`src/rtl/spi_adc_pkg.sv`:
```
// Shared definitions for the SPI ADC responder: FSM states, command length, default width.
package spi_adc_pkg;

  localparam int CMD_BITS       = 3;
  localparam int DEFAULT_DATA_W = 12;

  typedef enum logic [2:0] {
    IDLE,
    WAIT_START,
    CMD,
    NULL_BIT,
    DATA,
    DONE
  } state_t;

endpackage

```
`src/rtl/spi_sync_edge.sv`:
```
// Multi-flop synchroniser for one asynchronous input, followed by an edge-detect register.
module spi_sync_edge #(
  parameter int   SYNC_STAGES = 2,
  parameter logic IDLE_VAL    = 1'b0
) (
  input  logic clk,
  input  logic reset,
  input  logic din,
  output logic level,
  output logic rise,
  output logic fall
);

  logic [SYNC_STAGES-1:0] sync_q;
  logic                   prev_q;

  always_ff @(posedge clk) begin
    if (reset) begin
      sync_q <= {SYNC_STAGES{IDLE_VAL}};
      prev_q <= IDLE_VAL;
    end else begin
      sync_q[0] <= din;
      for (int i = 1; i < SYNC_STAGES; i++) sync_q[i] <= sync_q[i-1];
      prev_q <= sync_q[SYNC_STAGES-1];
    end
  end

  assign level = sync_q[SYNC_STAGES-1];
  assign rise  = level & ~prev_q;
  assign fall  = ~level & prev_q;

endmodule

```
`src/rtl/spi_adc_responder.sv`:
```
// SPI mode-0 responder emulating a two-channel serial ADC: decodes start/SGL/ODD/MSBF
// and shifts the selected parallel sample out on miso, MSB-first with optional LSB-first tail.
module spi_adc_responder
  import spi_adc_pkg::*;
#(
  parameter int DATA_W      = DEFAULT_DATA_W,
  parameter int SYNC_STAGES = 2
) (
  input  logic              clk,
  input  logic              reset,
  input  logic              sck,
  input  logic              cs_n,
  input  logic              mosi,
  output logic              miso,
  output logic              miso_en,
  input  logic [DATA_W-1:0] sample_ch0,
  input  logic [DATA_W-1:0] sample_ch1,
  output logic              cmd_valid,
  output logic              cmd_sgl,
  output logic              cmd_odd,
  output logic              cmd_msbf,
  output logic              frame_done
);

  localparam int         FLUSH_W   = SYNC_STAGES + 1;
  localparam logic [4:0] W5        = 5'(DATA_W);
  localparam logic [4:0] TERM_MSBF = 5'(DATA_W);
  localparam logic [4:0] TERM_LSBF = 5'(2 * DATA_W - 1);
  localparam logic [1:0] CNT_LAST  = 2'(CMD_BITS - 1);

  // Sent-bit count n selects D[W-1-n] on the MSB-first leg, D[n-W+1] on the LSB-first tail.
  function automatic logic [DATA_W-1:0] bit_mask(input logic [4:0] n);
    return DATA_W'(1) << ((n < W5) ? (W5 - 5'd1 - n) : (n - W5 + 5'd1));
  endfunction

  logic sck_lvl, sck_rise, sck_fall;
  logic cs_lvl, cs_rise, cs_fall;
  logic mosi_lvl, mosi_rise, mosi_fall;

  // Stage p0: synchronise asynchronous pins and detect edges.
  spi_sync_edge #(.SYNC_STAGES(SYNC_STAGES), .IDLE_VAL(1'b0)) u_sck (
    .clk(clk), .reset(reset), .din(sck), .level(sck_lvl), .rise(sck_rise), .fall(sck_fall));
  spi_sync_edge #(.SYNC_STAGES(SYNC_STAGES), .IDLE_VAL(1'b1)) u_cs (
    .clk(clk), .reset(reset), .din(cs_n), .level(cs_lvl), .rise(cs_rise), .fall(cs_fall));
  spi_sync_edge #(.SYNC_STAGES(SYNC_STAGES), .IDLE_VAL(1'b0)) u_mosi (
    .clk(clk), .reset(reset), .din(mosi), .level(mosi_lvl), .rise(mosi_rise), .fall(mosi_fall));

  logic unused_edges;
  assign unused_edges = &{1'b0, sck_lvl, cs_rise, cs_fall, mosi_rise, mosi_fall};

  state_t              state_q, state_nxt;
  logic [1:0]          cmd_cnt_q, cmd_cnt_nxt;
  logic                sgl_q, sgl_nxt, odd_q, odd_nxt;
  logic [DATA_W-1:0]   data_q, data_nxt;
  logic [4:0]          bit_cnt_q, bit_cnt_nxt;
  logic [FLUSH_W-1:0]  flush_q;
  logic                armed_q, armed_nxt;
  logic                miso_nxt, miso_en_nxt, cmd_valid_nxt, frame_done_nxt;
  logic                cmd_sgl_nxt, cmd_odd_nxt, cmd_msbf_nxt;
  logic [4:0]          term;

  // A cs_n low left over from reset looks like a fresh fall; only arm once cs_n is seen high.
  assign armed_nxt = armed_q | (flush_q[FLUSH_W-1] & cs_lvl);
  assign term      = cmd_msbf ? TERM_MSBF : TERM_LSBF;

  // Stage p1: frame state and output registers.
  always_ff @(posedge clk) begin
    if (reset) begin
      state_q    <= IDLE;
      cmd_cnt_q  <= '0;
      sgl_q      <= 1'b0;
      odd_q      <= 1'b0;
      data_q     <= '0;
      bit_cnt_q  <= '0;
      flush_q    <= '0;
      armed_q    <= 1'b0;
      miso       <= 1'b0;
      miso_en    <= 1'b0;
      cmd_valid  <= 1'b0;
      frame_done <= 1'b0;
      cmd_sgl    <= 1'b0;
      cmd_odd    <= 1'b0;
      cmd_msbf   <= 1'b0;
    end else begin
      state_q    <= state_nxt;
      cmd_cnt_q  <= cmd_cnt_nxt;
      sgl_q      <= sgl_nxt;
      odd_q      <= odd_nxt;
      data_q     <= data_nxt;
      bit_cnt_q  <= bit_cnt_nxt;
      flush_q    <= {flush_q[FLUSH_W-2:0], 1'b1};
      armed_q    <= armed_nxt;
      miso       <= miso_nxt;
      miso_en    <= miso_en_nxt;
      cmd_valid  <= cmd_valid_nxt;
      frame_done <= frame_done_nxt;
      cmd_sgl    <= cmd_sgl_nxt;
      cmd_odd    <= cmd_odd_nxt;
      cmd_msbf   <= cmd_msbf_nxt;
    end
  end

  always_comb begin
    state_nxt      = state_q;
    cmd_cnt_nxt    = cmd_cnt_q;
    sgl_nxt        = sgl_q;
    odd_nxt        = odd_q;
    data_nxt       = data_q;
    bit_cnt_nxt    = bit_cnt_q;
    miso_nxt       = miso;
    miso_en_nxt    = miso_en;
    cmd_valid_nxt  = 1'b0;
    frame_done_nxt = 1'b0;
    cmd_sgl_nxt    = cmd_sgl;
    cmd_odd_nxt    = cmd_odd;
    cmd_msbf_nxt   = cmd_msbf;

    if (state_q != IDLE && cs_lvl) begin
      state_nxt   = IDLE;
      miso_nxt    = 1'b0;
      miso_en_nxt = 1'b0;
    end else begin
      case (state_q)
        IDLE: begin
          miso_nxt    = 1'b0;
          miso_en_nxt = 1'b0;
          if (armed_q && !cs_lvl) begin
            state_nxt   = WAIT_START;
            cmd_cnt_nxt = '0;
            bit_cnt_nxt = '0;
          end
        end
        WAIT_START: begin
          if (sck_rise && mosi_lvl) begin
            state_nxt   = CMD;
            cmd_cnt_nxt = '0;
          end
        end
        CMD: begin
          if (sck_rise) begin
            if (cmd_cnt_q == CNT_LAST) begin
              cmd_sgl_nxt   = sgl_q;
              cmd_odd_nxt   = odd_q;
              cmd_msbf_nxt  = mosi_lvl;
              data_nxt      = odd_q ? sample_ch1 : sample_ch0;
              cmd_valid_nxt = 1'b1;
              bit_cnt_nxt   = '0;
              state_nxt     = NULL_BIT;
            end else begin
              if (cmd_cnt_q == 2'd0) sgl_nxt = mosi_lvl;
              else                   odd_nxt = mosi_lvl;
              cmd_cnt_nxt = cmd_cnt_q + 2'd1;
            end
          end
        end
        NULL_BIT: begin
          if (sck_fall) begin
            if (!miso_en) begin
              miso_en_nxt = 1'b1;
              miso_nxt    = 1'b0;
            end else begin
              state_nxt   = DATA;
              miso_nxt    = data_q[DATA_W-1];
              bit_cnt_nxt = 5'd1;
            end
          end
        end
        DATA: begin
          if (sck_fall) begin
            if (bit_cnt_q == term) begin
              state_nxt      = DONE;
              miso_nxt       = 1'b0;
              frame_done_nxt = 1'b1;
            end else begin
              miso_nxt    = |(data_q & bit_mask(bit_cnt_q));
              bit_cnt_nxt = bit_cnt_q + 5'd1;
            end
          end
        end
        DONE: begin
          miso_nxt    = 1'b0;
          miso_en_nxt = 1'b1;
        end
        default: state_nxt = IDLE;
      endcase
    end
  end

endmodule

```
`config.mk`:
```
export PLATFORM = sky130hd
export DESIGN_NAME = spi_adc_responder
export DESIGN_NICKNAME = d
export VERILOG_FILES = /design/src/rtl/spi_adc_pkg.sv /design/src/rtl/spi_sync_edge.sv /design/src/rtl/spi_adc_responder.sv
export SDC_FILE = /design/constraint.sdc
export NUM_CORES = 1
export LEC_CHECK = 0
export BUFFER_PORTS_ARGS = -buffer_cell sky130_fd_sc_hd__buf_2
export CAP_MARGIN = 40
export CORE_MARGIN = 1
export CORE_UTILIZATION = 50
export CTS_CLUSTER_SIZE = 10
export DETAILED_ROUTE_END_ITERATION = 16
export PLACE_DENSITY = 0.75
export SYNTH_ARGS = -nofsm -noshare
export SYNTH_HDL_FRONTEND = slang
export SYNTH_SLANG_ARGS = --single-unit
export TNS_END_PERCENT = 20
```
`constraint.sdc`:
```
create_clock -name clk -period 2.2 [get_ports clk]
set_clock_uncertainty 0.15 [all_clocks]
set_input_delay 0.22 -clock clk [delete_from_list [all_inputs] [get_ports clk]]
set_output_delay 0.22 -clock clk [all_outputs]
set_load 0.01 [all_outputs]
```
# Word level (Yosys, flattened, before mapping)
# Index checks and enable logic that the tools add are counted.
# totals
register_bits	42
output_inout_bits	7
# classes
n_addsub	5
order_cmp	1
n_eq_ne	17
shift	1
n_mux	35
n_bitwise	15
reduce_logical	24
# ops
op	n
5-bit two-way mux	9
3-bit two-way mux	8
2-bit inequality test, second input constant	10
5-bit case mux with 4 select lines	1
3-bit case mux with 6 select lines	1
9-bit AND reduction	2
12-bit bitwise AND	1
12-bit two-way mux	1
3-bit nonzero test	4
12-bit OR reduction	1
1-bit by 5-bit << shifter with 12-bit output, first input constant	1
5-bit by 1-bit adder with 5-bit output, second input constant	2
1-bit inverter	10
5-bit AND reduction	2
1-bit two-way mux	8
2-bit two-way mux	4
4-bit OR reduction	2
3-bit by 2-bit == test with 1-bit output, second input constant	2
3-bit == test, second input constant	2
1-bit case mux with 3 select lines	2
2-bit case mux with 3 select lines	1
6-bit AND reduction	1
5-bit == test	1
5-bit by 4-bit less-than comparator with 1-bit output, second input constant	1
other kinds (16)	21

# Depth between registers and ports, before layout
# logic_depth
ltp_word	9
depth_mapped	8
ltp_nobuf	8

# Hierarchy
# From an unflattened synthesis, not the netlist that was laid out.
# unflattened
cells_unflattened	265
hier_area_um2	2436.1
# by_module_without_submodules
mod	instances	cells_per_inst	area_per_inst_um2	seq_area_each_um2
spi_adc_responder	1	241	2160.8	700.7
spi_sync_edge (u_mosi ...)	2	8	91.3	60.1
spi_sync_edge (u_cs)	1	8	92.6	60.1

# Worst setup path after synthesis
# No wires, ideal clock.
# synth_path
kind	flip-flop to flip-flop
start	register bit_cnt_q[2]
end	register miso
setup_time_ns	0.087
t_arrival_ns	1.874
t_required_ns	1.963
slack_ns	0.089
stages_incl_launch_ff	8
synth_period_minus_slack_ns	2.111
path_cell_list	dfxtp_1 clkbuf_1 inv_1 ha_1 a21oi_1 a22oi_1 or4_1 o31ai_1
# synth_via
elab_chain_len	9
elab_cells_between_ends	12
classes_between	3 x add/sub; 1 x order compare; 1 x eq/ne; 1 x shift; 4 x mux; 1 x bitwise; 1 x reduce/logical
# synth_lines
element	line_no	text
from (decl)	spi_adc_responder.sv:55	logic [4:0] bit_cnt_q, bit_cnt_nxt;
from (signal assigned)	spi_adc_responder.sv:90	bit_cnt_q <= bit_cnt_nxt;
5-bit by 4-bit subtractor with 5-bit output	spi_adc_responder.sv:33	return DATA_W'(1) << ((n < W5) ? (W5 - 5'd1 - n) : (n - W5 + 5'd1));
5-bit by 1-bit adder with 5-bit output	spi_adc_responder.sv:33	
5-bit two-way mux	spi_adc_responder.sv:33	
1-bit by 5-bit << shifter with 12-bit output	spi_adc_responder.sv:33	
12-bit bitwise AND	spi_adc_responder.sv:175	miso_nxt = |(data_q & bit_mask(bit_cnt_q));
12-bit OR reduction	spi_adc_responder.sv:175	
1-bit two-way mux (*)	spi_adc_responder.sv:170	if (bit_cnt_q == term) begin
1-bit two-way mux (*)	spi_adc_responder.sv:169	if (sck_fall) begin
1-bit case mux with 3 select lines (*)	spi_adc_responder.sv:123	case (state_q)
to (signal assigned)	spi_adc_responder.sv:93	miso <= miso_nxt;
to (decl)	spi_adc_responder.sv:14	output logic miso,
# Every way passes the cells marked *; elsewhere a longest branch is shown, timed or not. The select of a mux whose other input is x is not followed.
# A chain may end at the register's enable or synchronous reset.

# Worst setup path after layout
# layout_path
start	register bit_cnt_q[1]
end	register bit_cnt_q[3]
# layout_via
elab_chain_len	4
elab_cells_between_ends	7
classes_between	1 x add/sub; 2 x eq/ne; 3 x mux; 1 x reduce/logical
# layout_lines
element	line_no	text
5-bit by 1-bit adder with 5-bit output	spi_adc_responder.sv:176	bit_cnt_nxt = bit_cnt_q + 5'd1;
5-bit two-way mux	spi_adc_responder.sv:170	
5-bit two-way mux	spi_adc_responder.sv:169	
5-bit case mux with 4 select lines	spi_adc_responder.sv:123	
# Several ways; a longest one is shown, not always the timed one. The select of a mux whose other input is x is not followed.

==> flow_summary_export.csv <==
group,metric,value,unit
sta,finalHoldViolations,0,
worst_setup_path,crit_path_end_kind,"register",
sta,max_freq,470,MHz
min_path,hold-path-cell-count,3,
yosys,yosys_warnings,0,
layout,area_growth,20.9,%
cts,cts_setup_buffers,0,
place,port_buffers,35,
sta,min_period,2130,ps
global_routing,gr-total-overflow,0,
cts,clock_path_buffers,2,
power,p_int,1.20,mW
min_path,min_from,"sample_ch0[5]",
yosys,syn_inst,253,
global_routing,grt_pass1_vias,1726,
worst_setup_path,reg2regPathDepth,6,
sta,slew_viol_final,0,
floorplanning,die_x,68.4,um
floorplanning,start_util,0.535,
yosys,ys_seq_area_frac,0.382,
yosys,synth_edf_count,0,
worst_setup_path,cp-start-kind,"register",
global_routing,grt_usage,0.226,
place,gp_congestion,0.841,
yosys,syn-cell-area,2200,um2
power,p_leak,1.05,nW
cts,clkTransAtPathRegs,80,ps
power,p_per_area,602,nW/um2
detailed_routing,firstDrtPassIters,4,
cts,clock-sinks,42,
global_routing,grt_pass1_wl,7750,um
detailed_routing,drtIter0Drc,116,
worst_setup_path,r2r_slack,70,ps
worst_setup_path,critPathSlowestCell,"or4_1",
worst_setup_path,path_class,"register to register",
worst_setup_path,max_stage_delay,500,ps
detailed_routing,drc_errors,0,
yosys,syn_avg_cell_area,8.70,um2
cts,h-tree-depth,2,
sta,max_slew_margin,0.706,
cts,root_buffer,"clkbuf_8",
detailed_routing,wl,4740,um
place,place_hpwl,3310,um
worst_setup_path,crit_chain,"nand4bb_1, o22ai_2, a2111oi_4, o21ai_4, or4_1, a21oi_1",
yosys,yosys.cell_types.count,40,
status,status,"completed",
sta,fin_crit_sh,0.967,
power,power_switching,0.398,mW
run,maxCapViolations,0,
detailed_routing,routedWlPerCell,13.6,um
cts,cts_inserted_buffers,5,
cts,cts_tree,"built",
min_path,hold_end,"data_q[5]$_SDFFE_PP0P_",
min_path,min_path_type,"primary input to register",
floorplanning,dieArea,4670,um2
power,clkPwrFrac,0.385,
power,power,1.60,mW
global_routing,antenna_found_initial,0,
floorplanning,die_y,68.4,um
layout,layout.nets,334,
worst_setup_path,r2r_start,"bit_cnt_q[1]$_SDFFE_PP0P_",
cts,clock_latency,300,ps
worst_setup_path,reg2reg_to,"bit_cnt_q[3]$_SDFFE_PP0P_",
place,place_area,2490,um2
power,combPwrFrac,0.119,
global_routing,grt_max_degree,36,
yosys,ys_seq_elements,42,
sta,worstMarginPinSlew,429,ps
power,seq_power_share,0.497,
power,peakVddDrop,0.500,mV
layout,fillers,352,
detailed_routing,vias,1934,
floorplanning,rows,23,
detailed_routing,viasPerCell,5.56,
worst_setup_path,crit_arrival,2200,ps
layout,antennaDiodeCount,0,
worst_setup_path,path_max_fanout,10,
sta,setup_viol,0,
layout,design_area,2660,um2
yosys,syn_nets,290,
floorplanning,core_area,4120,um2
power,switching_share,0.248,
layout,drive_gt1_frac,0.248,
yosys,synth_flop_cell,"dfxtp_1",
worst_setup_path,worstPathRequired,2270,ps
yosys,ys_async_sr_fraction,0,
floorplanning,ios,36,
detailed_routing,ant_nets,0,
==> per-layer routing <==
layer  track usage  vias to the layer above  share of wire
met5             0                        -              0
met2         0.349                       63           0.47
met1         0.296                      868           0.46
li1              -                      995              -
met3        0.0500                        8          0.052
met4         0.104                        0          0.015
==> cell families (layout without fill, tap and decap cells) <==
| kind of cell | after synthesis | count (layout) | share of synthesized area |
|---|---|---|---|
| compound gates | 63 | 63 | 0.195 |
| flops | 42 | 42 | 0.382 |
| buf+inv | 26 | 71 | 0.0489 |
| fa+ha+maj | 8 | 8 | 0.0455 |
| mux | 24 | 24 | 0.109 |
| simple gates | 90 | 90 | 0.220 |
==> synth_stat cells (3+ instances only) <==
library cell,number,area [um2]
a21oi_1,16,80.1
dfxtp_1,42,841
a22oi_1,5,37.5
buf_2,5,25.0
a31oi_1,3,18.8
nand2b_1,3,18.8
mux2i_1,24,240
ha_1,8,100
nor3_1,5,25.0
or4_1,4,30.0
inv_1,9,33.8
nand2_1,11,41.3
nor2b_1,13,81.3
o21ai_0,12,60.1
nor2_1,27,101
nand3b_1,3,22.5
nand3_1,8,40.0
clkbuf_1,10,37.5
or2_2,4,25.0
a211oi_1,16,120
==> final cells by class <==
cell class | count | area (um2) | share of cell area
Multi-Input combinational cell | 185 | 1260 | 0.474
Sequential cell | 42 | 850 | 0.319
Inverter | 9 | 33.8 | 0.0127
Tap cell | 50 | 62.6 | 0.0235
Clock buffer | 5 | 68.8 | 0.0259
Timing Repair Buffer | 54 | 340 | 0.128
Clock inverter | 3 | 45.0 | 0.0169
==> layout by cell type (no fill, tap or decap), drive strengths merged, types with 9 or more instances in the layout <==
cell type,netlist,final
a21oi,16,16
inv,9,9
mux2i,24,24
buf,7,50
nor2b,13,13
a211oi,16,16
nor2,29,29
dfxtp,42,42
o21ai,13,13
nand2,11,11
==> state kept, by name, summed over array words and instances, names as in the netlist, 2 cells and up <==
| register | flops |
|---|---|
| data_q | 12 |
| cmd_cnt_q | 2 |
| u_mosi.sync_q | 2 |
| state_q | 3 |
| u_sck.sync_q | 2 |
| u_cs.sync_q | 2 |
| bit_cnt_q | 5 |
| flush_q | 3 |
==> power groups by stage <==
stage	clock [mW]	sequential (mW)	combinational (mW)
after global routing	0.662	0.799	0.211
after floorplan	0	0.811	0.109
after CTS	0.624	0.796	0.185
after detailed placement	0	0.813	0.177
final	0.617	0.796	0.190
after global placement	0	0.813	0.174
==> worst max-delay path: cells and delay by family (launching register included) <==
| family | cells | cell delay (ps) |
|---|---|---|
| flops | 1 | 400 |
| simple gates | 2 | 650 |
| compound gates | 4 | 850 |
==> metrics by stage <==
step | instances | TNS, ps | setup slack (ps) | utilization | hold WS (ps)
after CTS | 348 | 0 | 54.4 | 0.643 | 109
after detailed placement | 336 | 0 | 9.18 | 0.605 | 255
after global routing | 348 | -0.757 | -0.757 | 0.647 | 124
after floorplan | 253 | 0 | 89.0 | - | 174
final | 348 | 0 | 72.6 | 0.647 | 106
after global placement | 336 | 0 | 59.9 | 0.605 | 244
==> what timing repair did <==
action,4_1_cts,5_1_grt
setup endpoints to repair,1,2
endpoints found under the hold margin,4,0
gates resized for setup,1,6
hold buffers,4,0
==> how the worst max path moves through the flow <==
stage | from | cells after the start | slack [ps] | to
2_1_floorplan | bit_cnt_q[2]$_SDFFE_PP0P_ | 7 | 90 | miso$_SDFFE_PP0P_
3_3_place_gp | bit_cnt_q[1]$_SDFFE_PP0P_ | 6 | 60 | bit_cnt_q[3]$_SDFFE_PP0P_
3_5_place_dp | bit_cnt_q[1]$_SDFFE_PP0P_ | 6 | 9 | bit_cnt_q[3]$_SDFFE_PP0P_
4_1_cts | bit_cnt_q[0]$_SDFFE_PP0P_ | 6 | 50 | bit_cnt_q[3]$_SDFFE_PP0P_
5_1_grt | bit_cnt_q[1]$_SDFFE_PP0P_ | 6 | -0.8 | bit_cnt_q[3]$_SDFFE_PP0P_
6_report | bit_cnt_q[1]$_SDFFE_PP0P_ | 6 | 70 | bit_cnt_q[3]$_SDFFE_PP0P_
(Power assumes the default switching activity.)
